--- config.mk ---
export PLATFORM = sky130hd
export DESIGN_NAME = ppu_oam_scan
export DESIGN_NICKNAME = d
export VERILOG_FILES = /design/src/rtl/ppu_oam_scan.sv
export SDC_FILE = /design/constraint.sdc
export NUM_CORES = 1
export LEC_CHECK = 0
export CELL_PAD_IN_SITES_DETAIL_PLACEMENT = 1
export CELL_PAD_IN_SITES_GLOBAL_PLACEMENT = 1
export CORE_ASPECT_RATIO = 1.25
export CORE_MARGIN = 2
export CORE_UTILIZATION = 45
export DETAILED_ROUTE_END_ITERATION = 6
export DONT_BUFFER_PORTS = 1
export GPL_ROUTABILITY_DRIVEN = 0
export PLACE_DENSITY_LB_ADDON = 0.1
export SYNTH_ARGS = -nofsm -noshare
export SYNTH_HDL_FRONTEND = slang
export SYNTH_SLANG_ARGS = --single-unit
--- constraint.sdc ---
create_clock -name i_clockgb -period 3.9 [get_ports i_clockgb]
set_input_delay 0.39 -clock i_clockgb [delete_from_list [all_inputs] [get_ports i_clockgb]]
set_output_delay 0.39 -clock i_clockgb [all_outputs]
set_load 0.02 [all_outputs]
--- src/rtl/ppu_oam_scan.sv ---
// Per-line OAM scanner: walks OAM through a sync read port during mode 2 and
// latches up to MAX_PER_LINE sprites that cover the current line, in scan order.
module ppu_oam_scan #(
  parameter int SPRITE_COUNT = 40,
  parameter int MAX_PER_LINE = 10,
  parameter int IDX_W        = 6,
  parameter int CNT_W        = 4,
  parameter int Y_OFFSET     = 16
) (
  input  logic             i_clockgb,
  input  logic             i_reset,
  input  logic             i_start,
  input  logic [7:0]       i_ly,
  input  logic             i_tall,
  output logic [IDX_W-1:0] o_oam_addr,
  input  logic [7:0]       i_oam_y,
  input  logic [7:0]       i_oam_x,
  output logic             o_busy,
  output logic             o_done,
  output logic [CNT_W-1:0] o_count,
  input  logic [CNT_W-1:0] i_slot_sel,
  output logic [IDX_W-1:0] o_slot_idx,
  output logic [7:0]       o_slot_x,
  output logic [3:0]       o_slot_row
);

  typedef enum logic [1:0] {
    S_IDLE = 2'd0,
    S_SCAN = 2'd1,
    S_FIN  = 2'd2
  } state_t;

  state_t           r_state, w_next;
  logic [7:0]       r_ly;
  logic             r_tall;
  logic [IDX_W-1:0] r_addr;
  logic [IDX_W-1:0] r_idx;
  logic             r_vld;
  logic [CNT_W-1:0] r_count;
  logic [IDX_W-1:0] r_slot_idx [MAX_PER_LINE];
  logic [7:0]       r_slot_x   [MAX_PER_LINE];
  logic [3:0]       r_slot_row [MAX_PER_LINE];

  logic [8:0] w_line, w_ytop, w_yend, w_diff;
  logic       w_eval, w_hit, w_take, w_full, w_last;

  // 9-bit compare so oam_y + height never wraps past 255
  assign w_line = {1'b0, r_ly} + 9'(Y_OFFSET);
  assign w_ytop = {1'b0, i_oam_y};
  assign w_yend = w_ytop + (r_tall ? 9'd16 : 9'd8);
  assign w_diff = w_line - w_ytop;
  assign w_eval = (r_state == S_SCAN) && r_vld;
  assign w_hit  = w_eval && (w_ytop <= w_line) && (w_line < w_yend);
  assign w_take = w_hit && (r_count < CNT_W'(MAX_PER_LINE));
  assign w_full = w_take && (r_count == CNT_W'(MAX_PER_LINE - 1));
  assign w_last = w_eval && (r_idx == IDX_W'(SPRITE_COUNT - 1));

  always_comb begin
    w_next = r_state;
    case (r_state)
      S_IDLE:  if (i_start) w_next = S_SCAN;
      S_SCAN:  if (w_last || w_full) w_next = S_FIN;
      S_FIN:   w_next = S_IDLE;
      default: w_next = S_IDLE;
    endcase
    if (i_start) w_next = S_SCAN;
  end

  always_ff @(posedge i_clockgb) begin
    if (i_reset) r_state <= S_IDLE;
    else         r_state <= w_next;
  end

  always_ff @(posedge i_clockgb) begin
    if (i_reset || i_start) begin
      r_addr  <= '0;
      r_idx   <= '0;
      r_vld   <= 1'b0;
      r_count <= '0;
      for (int i = 0; i < MAX_PER_LINE; i++) begin
        r_slot_idx[i] <= '0;
        r_slot_x[i]   <= '0;
        r_slot_row[i] <= '0;
      end
      if (i_reset) begin
        r_ly   <= '0;
        r_tall <= 1'b0;
      end else begin
        r_ly   <= i_ly;
        r_tall <= i_tall;
      end
    end else if (r_state == S_SCAN) begin
      // r_idx/r_vld follow the address one cycle behind, matching the read latency
      r_vld <= 1'b1;
      r_idx <= r_addr;
      if (r_addr != IDX_W'(SPRITE_COUNT - 1) && !w_full)
        r_addr <= r_addr + 1'b1;
      if (w_take) begin
        r_count <= r_count + 1'b1;
        for (int i = 0; i < MAX_PER_LINE; i++) begin
          if (r_count == CNT_W'(i)) begin
            r_slot_idx[i] <= r_idx;
            r_slot_x[i]   <= i_oam_x;
            r_slot_row[i] <= w_diff[3:0];
          end
        end
      end
    end
  end

  always_comb begin
    o_slot_idx = '0;
    o_slot_x   = '0;
    o_slot_row = '0;
    for (int i = 0; i < MAX_PER_LINE; i++) begin
      if (i_slot_sel == CNT_W'(i) && i_slot_sel < r_count) begin
        o_slot_idx = r_slot_idx[i];
        o_slot_x   = r_slot_x[i];
        o_slot_row = r_slot_row[i];
      end
    end
  end

  assign o_oam_addr = r_addr;
  assign o_busy     = (r_state == S_SCAN);
  assign o_done     = (r_state == S_FIN);
  assign o_count    = r_count;

endmodule
==> Flow_metrics.wiki, run 1 <==
{| class="wikitable"
! Metric !! Value
|-
| Startpoint of the most critical setup path || o_count[3]
|-
| Worst setup slack after placement || 0.363 ns
|-
| Crit end category || output pin
|-
| Post-layout power || 5.05 mW
|-
| Post-DRT Antenna Nets || 0
|-
| Antenna violations before repair || 2
|-
| Largest voltage drop on the vdd net || 357 uV
|-
| Standard-cell rows || 61
|-
| Final setup skew || 0.0153 ns
|-
| Critical path fanouts, max || 13
|-
| CTS tree || built
|-
| Number of max-slew violations in the final report || 0
|-
| Total wirelength of the detailed-routed design || 28200 um
|-
| Area share of the largest cell type after synthesis || 0.561
|-
| Gates resized, CTS repair || 0
|-
| Multi-input logic area || approximately 3600 sq um
|-
| DR DRC count || 0
|-
| Via-to-Cell Ratio || 5.86
|-
| Sum of negative setup slack || 0 ns
|-
| Number of global-route vias before repair || 7559
|-
| Final setup vio count || 0
|-
| Floorplan core area || 22100 sq um
|-
| Leading post-synthesis cells by cell area || edfxtp_1 (56%), and2_1 (5.3%), nor2_1 (4.2%)
|-
| Outcome || finished, final reports clean
|-
| Async SR Flop Fraction || 0
|-
| Seq. cell area || 6060 sq um
|-
| Number of setup buffers added after CTS || 0
|-
| Clock latency on the worst-skew pair || 0.50 ns
|-
| Post-synth net total || 960
|-
| Net switching share of the total power || 0.223
|-
| Number of enable flip-flop cells after synthesis || 189
|-
| First drt pass iteration count || 5
|-
| Count of port buffers added during placement || 0
|-
| Maximum number of pins on one net before global-route repair || 61
|-
| Power dissipated by switching net loads || about 1.1 mW
|-
| Count of state elements after synthesis || 208
|-
| Area of the die || about 24000 sq um
|-
| FILL cells || 2342
|-
| Primary flip-flop cell chosen by synthesis mapping || edfxtp_1
|-
| Height of the chip || 172 um
|-
| Critical Path RT || 3.51 ns
|-
| Setup repair after global routing missed its margin || no
|-
| Launch point of the worst reg-to-reg path || r_tall
|-
| Final net count || 976
|-
| Fmax || 271 MHz
|-
| Clock Pin Slew Worst Setup and Hold Paths || 0.06 ns
|-
| Final worst path period share || 0.945
|-
| Final hold violation count || 0
|-
| GRT Resource Usage Total || 0.238
|-
| Number of cells on the worst reg-to-reg path || 13
|-
| Cell area after synthesis || between 10000 and 15000 sq um
|-
| Internal reg-to-reg setup slack || roughly 0.34 ns
|-
| Slew at the pin with the worst max-slew slack || around 1.3 ns
|-
| Internal power contribution || 3.92 mW
|-
| Count of unique library cells instantiated by Yosys || approximately 50
|-
| Critical register-to-register path endpoint || r_slot_idx[9][2]
|-
| WP data arrival || 3.29 ns
|-
| # clock sinks || 208
|-
| Gate count of the mapped netlist || about 900
|-
| Max H-tree Level || 1
|-
| Power per cell area || 444 nW/um^2
|-
| Cell leakage power || 4.60 nW
|-
| Worst min-delay path class || in -> reg
|-
| Global-route wire length before repair || between 40000 and 50000 um
|-
| Maximum number of buffers from clock root to sink || 3
|-
| Via count of the routed design || between 7000 and 8000
|-
| Per-instance average area after synthesis || approximately 11 sq um
|-
| Clock share of power || 0.419
|-
| Number of max-cap violations || 0
|-
| Sum of overflow across all layers after global routing || 0
|-
| Placed wire-length estimate || 20000 um
|-
| Clk root buf || clkbuf_16
|-
| Crit Path Class || reg -> out
|-
| Crit path launch type || flip-flop
|-
| Time the worst path needs with I/O delays and setup || 3.68 ns
|-
| Initial DRC Count || approximately 440
|-
| Cell accounting for the most synthesized area || edfxtp_1
|-
| Total of warnings raised by yosys || 0
|-
| Normalized max-slew margin || 0.157
|-
| Setup crit end || o_slot_idx[5]
|-
| Minimum setup slack in the final design || 0.216 ns
|-
| I/O pin total || 62
|-
| Routed len/inst || 23.2 um
|-
| Part of the power in registers || 0.505
|-
| Width of the die || 138 um
|-
| Finished Core Util || 0.513
|-
| Fraction of the yosys area taken by sequential cells || 0.599
|-
| Starting density of the core || 0.457
|-
| Relative contribution of combinational cells to total power || 0.076
|-
| Synth-to-Final Area Change || 12.3%
|-
| TritonCTS Buffers || 22
|-
| Layout cell share with drive strength beyond 1 || 0.0989
|}
==> critical path, cell delays in order (launching register included) <==
cell and delay, ns:
dfxtp_1 0.32, inv_1 0.07, ha_1 0.32, a21o_1 0.25, nor4_1 0.24, o21ai_1 0.42
buf_4 0.30, o22ai_1 0.27, o21ai_0 0.17, a21oi_1 0.24, buf_4 0.18
==> cell usage after synthesis, types with 2 or more instances <==
| master | n |
|---|---|
| a211oi_1 | 2 |
| a21o_1 | 7 |
| a21oi_1 | 56 |
| a221oi_1 | 18 |
| a31oi_1 | 2 |
| and2_1 | 85 |
| and3_1 | 61 |
| and3_4 | 4 |
| and4_1 | 3 |
| buf_1 | 2 |
| buf_2 | 8 |
| buf_6 | 5 |
| clkbuf_1 | 45 |
| dfxtp_1 | 19 |
| edfxtp_1 | 189 |
| fa_1 | 2 |
| ha_1 | 28 |
| inv_1 | 41 |
| mux2i_1 | 19 |
| nand2_1 | 30 |
| nand2b_1 | 4 |
| nand3_1 | 17 |
| nand4_1 | 9 |
| nor2_1 | 113 |
| nor2b_1 | 10 |
| nor3_1 | 5 |
| nor4_1 | 2 |
| o21a_1 | 2 |
| o21ai_0 | 21 |
| o21ai_1 | 4 |
| o22ai_1 | 54 |
| or3_1 | 6 |
| xnor2_1 | 4 |
| xor2_1 | 4 |
==> how the worst min path moves through the flow <==
stage / startpoint / endpoint / slack (ns) / depth (start not counted)
floorplan: r_idx[2] / r_idx[2] / 0.45 / 2
global placement: i_reset / r_state[0] / 0.46 / 1
detailed placement: i_reset / r_state[0] / 0.47 / 1
CTS: i_start / r_state[0] / 0.003 / 2
global route: i_start / r_state[0] / 0.02 / 2
finish: i_start / r_state[0] / 0.02 / 2
==> kinds of logic after synthesis <==
kind of cell             after synthesis  synth area share
buffers and inverters                101            0.0422
AO/OA/AOI/OAI                        178             0.110
flip-flops                           208             0.599
AND/OR/NAND/NOR                      354             0.185
multiplexers                          19            0.0188
XOR/XNOR                               8           0.00693
adder cells (fa/ha/maj)               30            0.0386
==> area by class of cell <==
class                      instances  area share
sequential                       208       0.533
timing repair buffer              52      0.0379
multi-input combinational        589       0.320
antenna                            1    0.000220
clock buffer                      31      0.0561
clock inverter                     9     0.00837
inverter                          41      0.0135
tap                              283      0.0312
==> state kept, by name, indices dropped and copies added (netlist names) <==
signal	count
r_slot_idx	60
o_oam_addr	6
o_count	4
r_tall	1
r_ly	8
r_slot_row	40
r_vld	1
r_idx	6
r_slot_x	80
r_state	2
==> layer usage <==
| layer | part of all wire | track usage | wire length [um] |
|---|---|---|---|
| met2 | 0.55 | 0.463 | 15600 |
| met3 | 0.046 | 0.0345 | 1300 |
| met1 | 0.38 | 0.266 | 10600 |
| met5 | 0 | 0 | 0 |
| met4 | 0.023 | 0.0799 | 654 |
==> cell usage in the layout, fill, tap and decap left out, types with 5 or more instances in the layout <==
cell type / count
a21oi_1: 56
o21ai_0: 21
nor2_1: 113
and2_1: 85
nand2_1: 30
buf_4: 48
dfxtp_1: 19
and3_1: 61
or3_1: 6
inv_1: 41
edfxtp_1: 189
mux2i_1: 19
clkbuf_1: 6
clkbuf_16: 24
ha_1: 28
nor3_1: 5
nor2b_1: 10
a21o_1: 7
nand4_1: 9
o22ai_1: 54
a221oi_1: 18
nand3_1: 17
==> repair_timing <==
item,in CTS,in global routing
endpoints found under the setup margin,0,0
hold endpoints to repair,1,0
hold buffers,1,0
==> stage by stage <==
stage,instances,area [sq um],hold WS (ns)
after detailed placement,1172,10600,0.466
after global placement,1172,10600,0.465
after CTS,1213,11400,0.00258
after floorplan,898,10100,0.448
final,1214,11400,0.0171
after global routing,1213,11400,0.0214
==> power by group through the flow <==
stage	sequential (mW)	combinational [mW]	clock, mW
floorplan	2.58	0.252	0
global placement	2.59	0.372	0
detailed placement	2.60	0.386	0
CTS	2.55	0.388	2.14
global route	2.56	0.422	2.21
finish	2.55	0.385	2.11
(Power assumes the default switching activity.)
==> inputs of run 2 (changes only) <==
- CORE_ASPECT_RATIO: 1.25 -> 0.7
- CTS_BUF_LIST: unset -> sky130_fd_sc_hd__clkbuf_4 sky130_fd_sc_hd__clkbuf_8
==> run 2 against run 1 <==
Against the previous run: global-route usage up 4.0 points; power is 3.5% lower; clock-buffer cell count is 18 higher; setup slack lost 0.037 ns; critical path type unchanged.
==> Flow_metrics.wiki, run 2 (synthesis results as in run 1) <==
{| class="wikitable"
! Metric !! Value
|-
| Outcome || finished, final reports clean
|-
| Largest register by flop count || r_slot_x
|-
| I/O pin total || 62
|-
| Via count of the routed design || 7466
|-
| Final setup vio count || 0
|-
| Crit path launch type || flip-flop
|-
| Critical Path RT || 3.51 ns
|-
| Width of the die || between 150 and 200 um
|-
| Sum of negative setup slack || 0 ns
|-
| Most frequent standard cell in the layout excluding fill and tap cells || edfxtp_1
|-
| Most used cell along the critical path || buf_4
|-
| Cell at the slowest stage of the critical path || dfxtp_2
|-
| Max H-tree Level || 2
|-
| Slew at the pin with the worst max-slew slack || 1.04 ns
|-
| Post-layout power || 4.87 mW
|-
| Number of setup buffers added after CTS || 0
|-
| Worst min-delay path class || in -> reg
|-
| Maximum number of pins on one net before global-route repair || 61
|-
| Largest incremental delay on the critical path || about 0.45 ns
|-
| CTS tree || built
|-
| Starting density of the core || 0.463
|-
| Normalized max-slew margin || 0.307
|-
| Layout cell share with drive strength beyond 1 || 0.119
|-
| Worst setup slack after placement || approximately 0.38 ns
|-
| Time the worst path needs with I/O delays and setup || 3.72 ns
|-
| Multi-input logic area || 3650 sq um
|-
| Post-DRT Antenna Nets || 0
|-
| Seq. cell area || 6060 sq um
|-
| Number of max-cap violations || 0
|-
| Area of the die || 23700 sq um
|-
| Global-route wire length before repair || 47800 um
|-
| Cell leakage power || 4.60 nW
|-
| Metal-1 WL || 15600 um
|-
| Setup repair after global routing missed its margin || no
|-
| Height of the chip || 129 um
|-
| GRT Resource Usage Total || 0.278
|-
| Final hold violation count || 0
|-
| Initial DRC Count || 918
|-
| Total wirelength of the detailed-routed design || 32200 um
|-
| Clk root buf || clkbuf_8
|-
| Finished Core Util || 0.517
|-
| Clock Pin Slew Worst Setup and Hold Paths || 0.07 ns
|-
| Via-to-Cell Ratio || 6.06
|-
| Critical path fanouts, max || 18
|-
| Sum of overflow across all layers after global routing || 0
|-
| TritonCTS Buffers || 36
|-
| Chain of cells forming the critical path || inv_1 -> ha_1 -> a21o_1 -> nor4_1 -> o21ai_1 -> buf_4 -> o22ai_1 -> o21ai_0 -> a21oi_1 -> buf_4
|-
| Maximum number of buffers from clock root to sink || 3
|-
| Final worst path period share || 0.954
|-
| FILL cells || 2322
|-
| Flip-flop count of the largest register after layout || 80
|-
| # clock sinks || roughly 210
|-
| Crit end category || output pin
|-
| Top routing layer in use || met4
|-
| Final net count || 987
|-
| Clock latency on the worst-skew pair || approximately 0.52 ns
|-
| Number of global-route vias before repair || 7420
|-
| Antenna violations before repair || 1
|-
| Synth-to-Final Area Change || 11.8%
|-
| Minimum setup slack in the final design || 0.179 ns
|-
| Floorplan core area || 21800 sq um
|-
| Met3 routed wirelength || between 2000 and 3000 um
|-
| Fmax || 269 MHz
|-
| Crit Path Class || reg -> out
|-
| Most used cells in the layout excluding fill and tap cells || edfxtp_1 (189), nor2_1 (113), and2_1 (85)
|-
| First drt pass iteration count || 5
|-
| Final setup skew || between 0.02 and 0.025 ns
|-
| Routed len/inst || 26.2 um
|-
| Power per cell area || 431 nW/um^2
|-
| Number of max-slew violations in the final report || 0
|-
| Met2 layer wire length in the routed design || 13300 um
|-
| Final non-filler cell total || roughly 1200
|-
| DR DRC count || 0
|-
| WP data arrival || 3.33 ns
|-
| Number of cells in the design after placement || 1167
|-
| Count of port buffers added during placement || 0
|-
| Biggest regs || r_slot_x: 80 flops, r_slot_idx: 60 flops, r_slot_row: 40 flops
|-
| Placed wire-length estimate || 22000 um
|-
| Largest voltage drop on the vdd net || roughly 260 uV
|-
| Standard-cell rows || 45
|}
[run 2: per-stage QoR]
step,instance area [sq um],hold WS [ns]
after floorplan,10100,0.448
after global placement,10600,0.465
after detailed placement,10600,0.466
after CTS,11300,0.0433
after global routing,11300,0.0488
final,11300,0.0661
[run 2: routing by layer]
metal,GRT usage,vias to the layer above
li1,-,3330
met1,0.443,3779
met2,0.392,310
met3,0.0472,47
met4,0.0645,0
met5,0,-
[run 2: worst paths after layout]
| kind | depth (start not counted) | to | startpoint | slack (ns) |
|---|---|---|---|---|
| max | 10 | o_slot_row[0] | o_count[3] | 0.18 |
| min | 2 | o_oam_addr[5] | i_reset | 0.07 |
| max reg2reg | 14 | r_slot_idx[3][5] | r_tall | 0.30 |
| min reg2reg | 2 | r_vld | r_vld | 0.55 |
[run 2: report_power, final]
group	internal (mW)	leakage, nW	total [mW]	switching (mW)
clock	1.01	0.350	1.90	0.887
combinational	0.137	1.99	0.421	0.285
sequential	2.51	2.25	2.55	0.0399
total	3.66	4.60	4.87	1.21
[run 2: timing repair]
item	4_1_cts	5_1_grt
setup endpoints to repair	2	11
hold endpoints to repair	1	0
resized for setup	2	2
hold buffers	2	0
[run 2: critical path: cells and delay by family (launching register included)]
family                   cells  cell delay, ns
AO/OA/AOI/OAI                5            1.20
adder cells (fa/ha/maj)      1            0.35
buffers and inverters        3            0.54
flip-flops                   1            0.45
AND/OR/NAND/NOR              1            0.28
[run 2: layout make-up]
type | instances | share of cell area
repair buffers | 49 | 0.0374
diodes | 1 | 0.000221
inverters | 41 | 0.0136
multi-input cells | 589 | 0.323
well taps | 282 | 0.0312
clock inverters | 12 | 0.00421
flip-flops and latches | 208 | 0.536
clock buffers | 49 | 0.0541
==> inputs of run 3 (changes only) <==
- PLACE_DENSITY_LB_ADDON: 0.1 -> 0.12
- clock period: 3.9 -> 3 ns (I/O delays scaled with it)
==> run 3 against run 2 <==
Against the previous run: the run now ends with negative setup slack left; register-to-register slack worse by 0.64 ns; sequential power up 31%; clock-buffer cell count up 2; clock power up 34%; critical path type is now reg -> reg.
==> Flow_metrics.wiki, run 3 (synthesis results as in run 1) <==
{| class="wikitable"
! Metric !! Value
|-
| Standard-cell rows || 45
|-
| TritonCTS Buffers || 35
|-
| Count of cells along the worst hold path || 1
|-
| Max H-tree Level || 2
|-
| Height of the chip || 129 um
|-
| # clock sinks || 208
|-
| Cell family with the largest share of critical-path delay || adder cells
|-
| Final hold violation count || 0
|-
| Total wirelength of the detailed-routed design || 40400 um
|-
| First drt pass iteration count || 5
|-
| Minimum setup slack in the final design || -0.335 ns
|-
| WP data arrival || 3.55 ns
|-
| Final net count || approximately 1100
|-
| Flip-flop count of the largest register after layout || 80
|-
| Power per cell area || between 400 and 500 nW/um^2
|-
| Critical path fanouts, max || 9
|-
| Antenna violations before repair || 4
|-
| Crit end category || flip-flop
|-
| Final setup skew || 0.0231 ns
|-
| Number of global-route vias before repair || 8166
|-
| Final setup vio count || 359
|-
| Post-route cell area || ~14000 sq um
|-
| I/O pin total || 62
|-
| Clock Pin Slew Worst Setup and Hold Paths || 0.06 ns
|-
| Clk root buf || clkbuf_8
|-
| Cell leakage power || 5.34 nW
|-
| Width of the die || 183 um
|-
| Global-route wire length before repair || 50500 um
|-
| Via count of the routed design || 8699
|-
| Slew at the pin with the worst max-slew slack || 1.10 ns
|-
| Largest register by flop count || r_slot_x
|-
| Clock latency on the worst-skew pair || 0.53 ns
|-
| Largest voltage drop on the vdd net || 382 uV
|-
| Post-DRT Antenna Nets || 0
|-
| Initial DRC Count || 1146
|-
| Sum of overflow across all layers after global routing || 0
|-
| Number of max-slew violations in the final report || 0
|-
| FILL cells || 2162
|-
| CTS tree || built
|-
| Placed wire-length estimate || 21200 um
|-
| Largest incremental delay on the critical path || 0.42 ns
|-
| Finished Core Util || 0.621
|-
| Routed len/inst || 30.2 um
|-
| Crit. path cell count || 14
|-
| DR DRC count || 0
|-
| Floorplan core area || 21800 sq um
|-
| Starting density of the core || 0.463
|-
| Worst min-delay path class || in -> reg
|-
| Count of port buffers added during placement || 0
|-
| Crit path launch type || flip-flop
|-
| Chain of cells forming the critical path || inv_2 -> ha_4 -> inv_2 -> fa_2 -> xor2_1 -> ha_1 -> a211oi_2 -> a21oi_1 -> a21oi_2 -> and3_4 -> buf_4 -> and3_4 -> buf_8 -> a21o_4
|-
| Via-to-Cell Ratio || 6.50
|-
| Violated checks || negative setup slack
|-
| Area of the die || 23700 sq um
|-
| Fmax || 300 MHz
|-
| Biggest regs || r_slot_x: 80 flops, r_slot_idx: 60 flops, r_slot_row: 40 flops
|-
| Normalized max-slew margin || 0.265
|-
| Number of cells on the worst reg-to-reg path || 14
|-
| Maximum number of buffers from clock root to sink || 3
|-
| Cell at the slowest stage of the critical path || edfxtp_1
|-
| Outcome || finished, violations left
|-
| Setup repair after global routing missed its margin || yes
|-
| Number of buffer and inverter instances along the worst setup path || 4
|-
| Maximum number of pins on one net before global-route repair || 29
|-
| Post-detailed-placement cell area || 10800 sq um
|-
| Final worst path period share || 1.11
|-
| Most frequent standard cell in the layout excluding fill and tap cells || edfxtp_1
|-
| Critical Path RT || 3.22 ns
|-
| Most used cells in the layout excluding fill and tap cells || edfxtp_1 (189), nor2_1 (95), and2_1 (82)
|-
| Layout cell share with drive strength beyond 1 || 0.325
|-
| Synth-to-Final Area Change || 34.0%
|-
| Number of max-cap violations || 0
|-
| Time the worst path needs with I/O delays and setup || between 3 and 4 ns
|-
| Crit Path Class || reg -> reg
|-
| GRT Resource Usage Total || 0.289
|}
## run 3: repair_timing
item	CTS	global route
setup endpoints to repair	352	387
setup buffers	15	24
gates cloned	12	15
hold buffers	18	2
gates resized for setup	95	163
pin swaps	27	50
endpoints found under the hold margin	78	2
## run 3: final cells by class
type                       count  area [sq um]  share of cell area
timing repair buffer         136          1440               0.107
tap                          282           353              0.0260
clock buffer                  51           621              0.0458
sequential                   208          6060               0.447
inverter                      41           156              0.0115
clock inverter                13          62.6             0.00461
multi-input combinational    605          4860               0.358
antenna                        2          5.00            0.000369
## run 3: metal layers
metal	GRT usage	wire length, um	vias up
li1	-	-	3590
met1	0.418	16100	4384
met2	0.450	18300	600
met3	0.0520	4320	125
met4	0.0880	1560	0
met5	0	0	-
## run 3: path summary, 6_finish.rpt
| kind | from | to | slack, ns |
|---|---|---|---|
| worst max-delay path | r_tall | r_slot_idx[6][2] | -0.34 |
| worst max register to register | r_tall | r_slot_idx[6][2] | -0.34 |
| worst min-delay path | i_oam_x[7] | r_slot_x[7][7] | 0.01 |
| worst min register to register | r_vld | r_vld | 0.56 |
## run 3: worst reg2reg max path, stage by stage, from the launching register on
cell and delay (ns):
edfxtp_1 0.42, inv_2 0.11, ha_4 0.14, inv_2 0.04, fa_2 0.36, xor2_1 0.16
ha_1 0.34, a211oi_2 0.22, a21oi_1 0.12, a21oi_2 0.18, and3_4 0.23, buf_4 0.13
and3_4 0.21, buf_8 0.17, a21o_4 0.20
## run 3: metrics by stage
step	total power [mW]	TNS, ns	setup WS [ns]	cells	hold slack, ns
5_1_grt	6.84	-104.81	-0.407	1337	0.00407
4_1_cts	6.50	-20.80	-0.133	1295	0.0000122
3_5_place_dp	3.91	-36.12	-0.184	1186	0.382
2_1_floorplan	3.70	-1.91	-0.0156	898	0.418
3_3_place_gp	3.88	-11.01	-0.0748	1186	0.378
6_report	6.67	-71.67	-0.335	1338	0.0112
## run 3: power breakdown
| group | internal [mW] | leakage [nW] | switching (mW) |
|---|---|---|---|
| clock | 1.33 | 0.354 | 1.21 |
| combinational | 0.299 | 2.73 | 0.504 |
| sequential | 3.27 | 2.25 | 0.0629 |
| total | 4.90 | 5.34 | 1.77 |
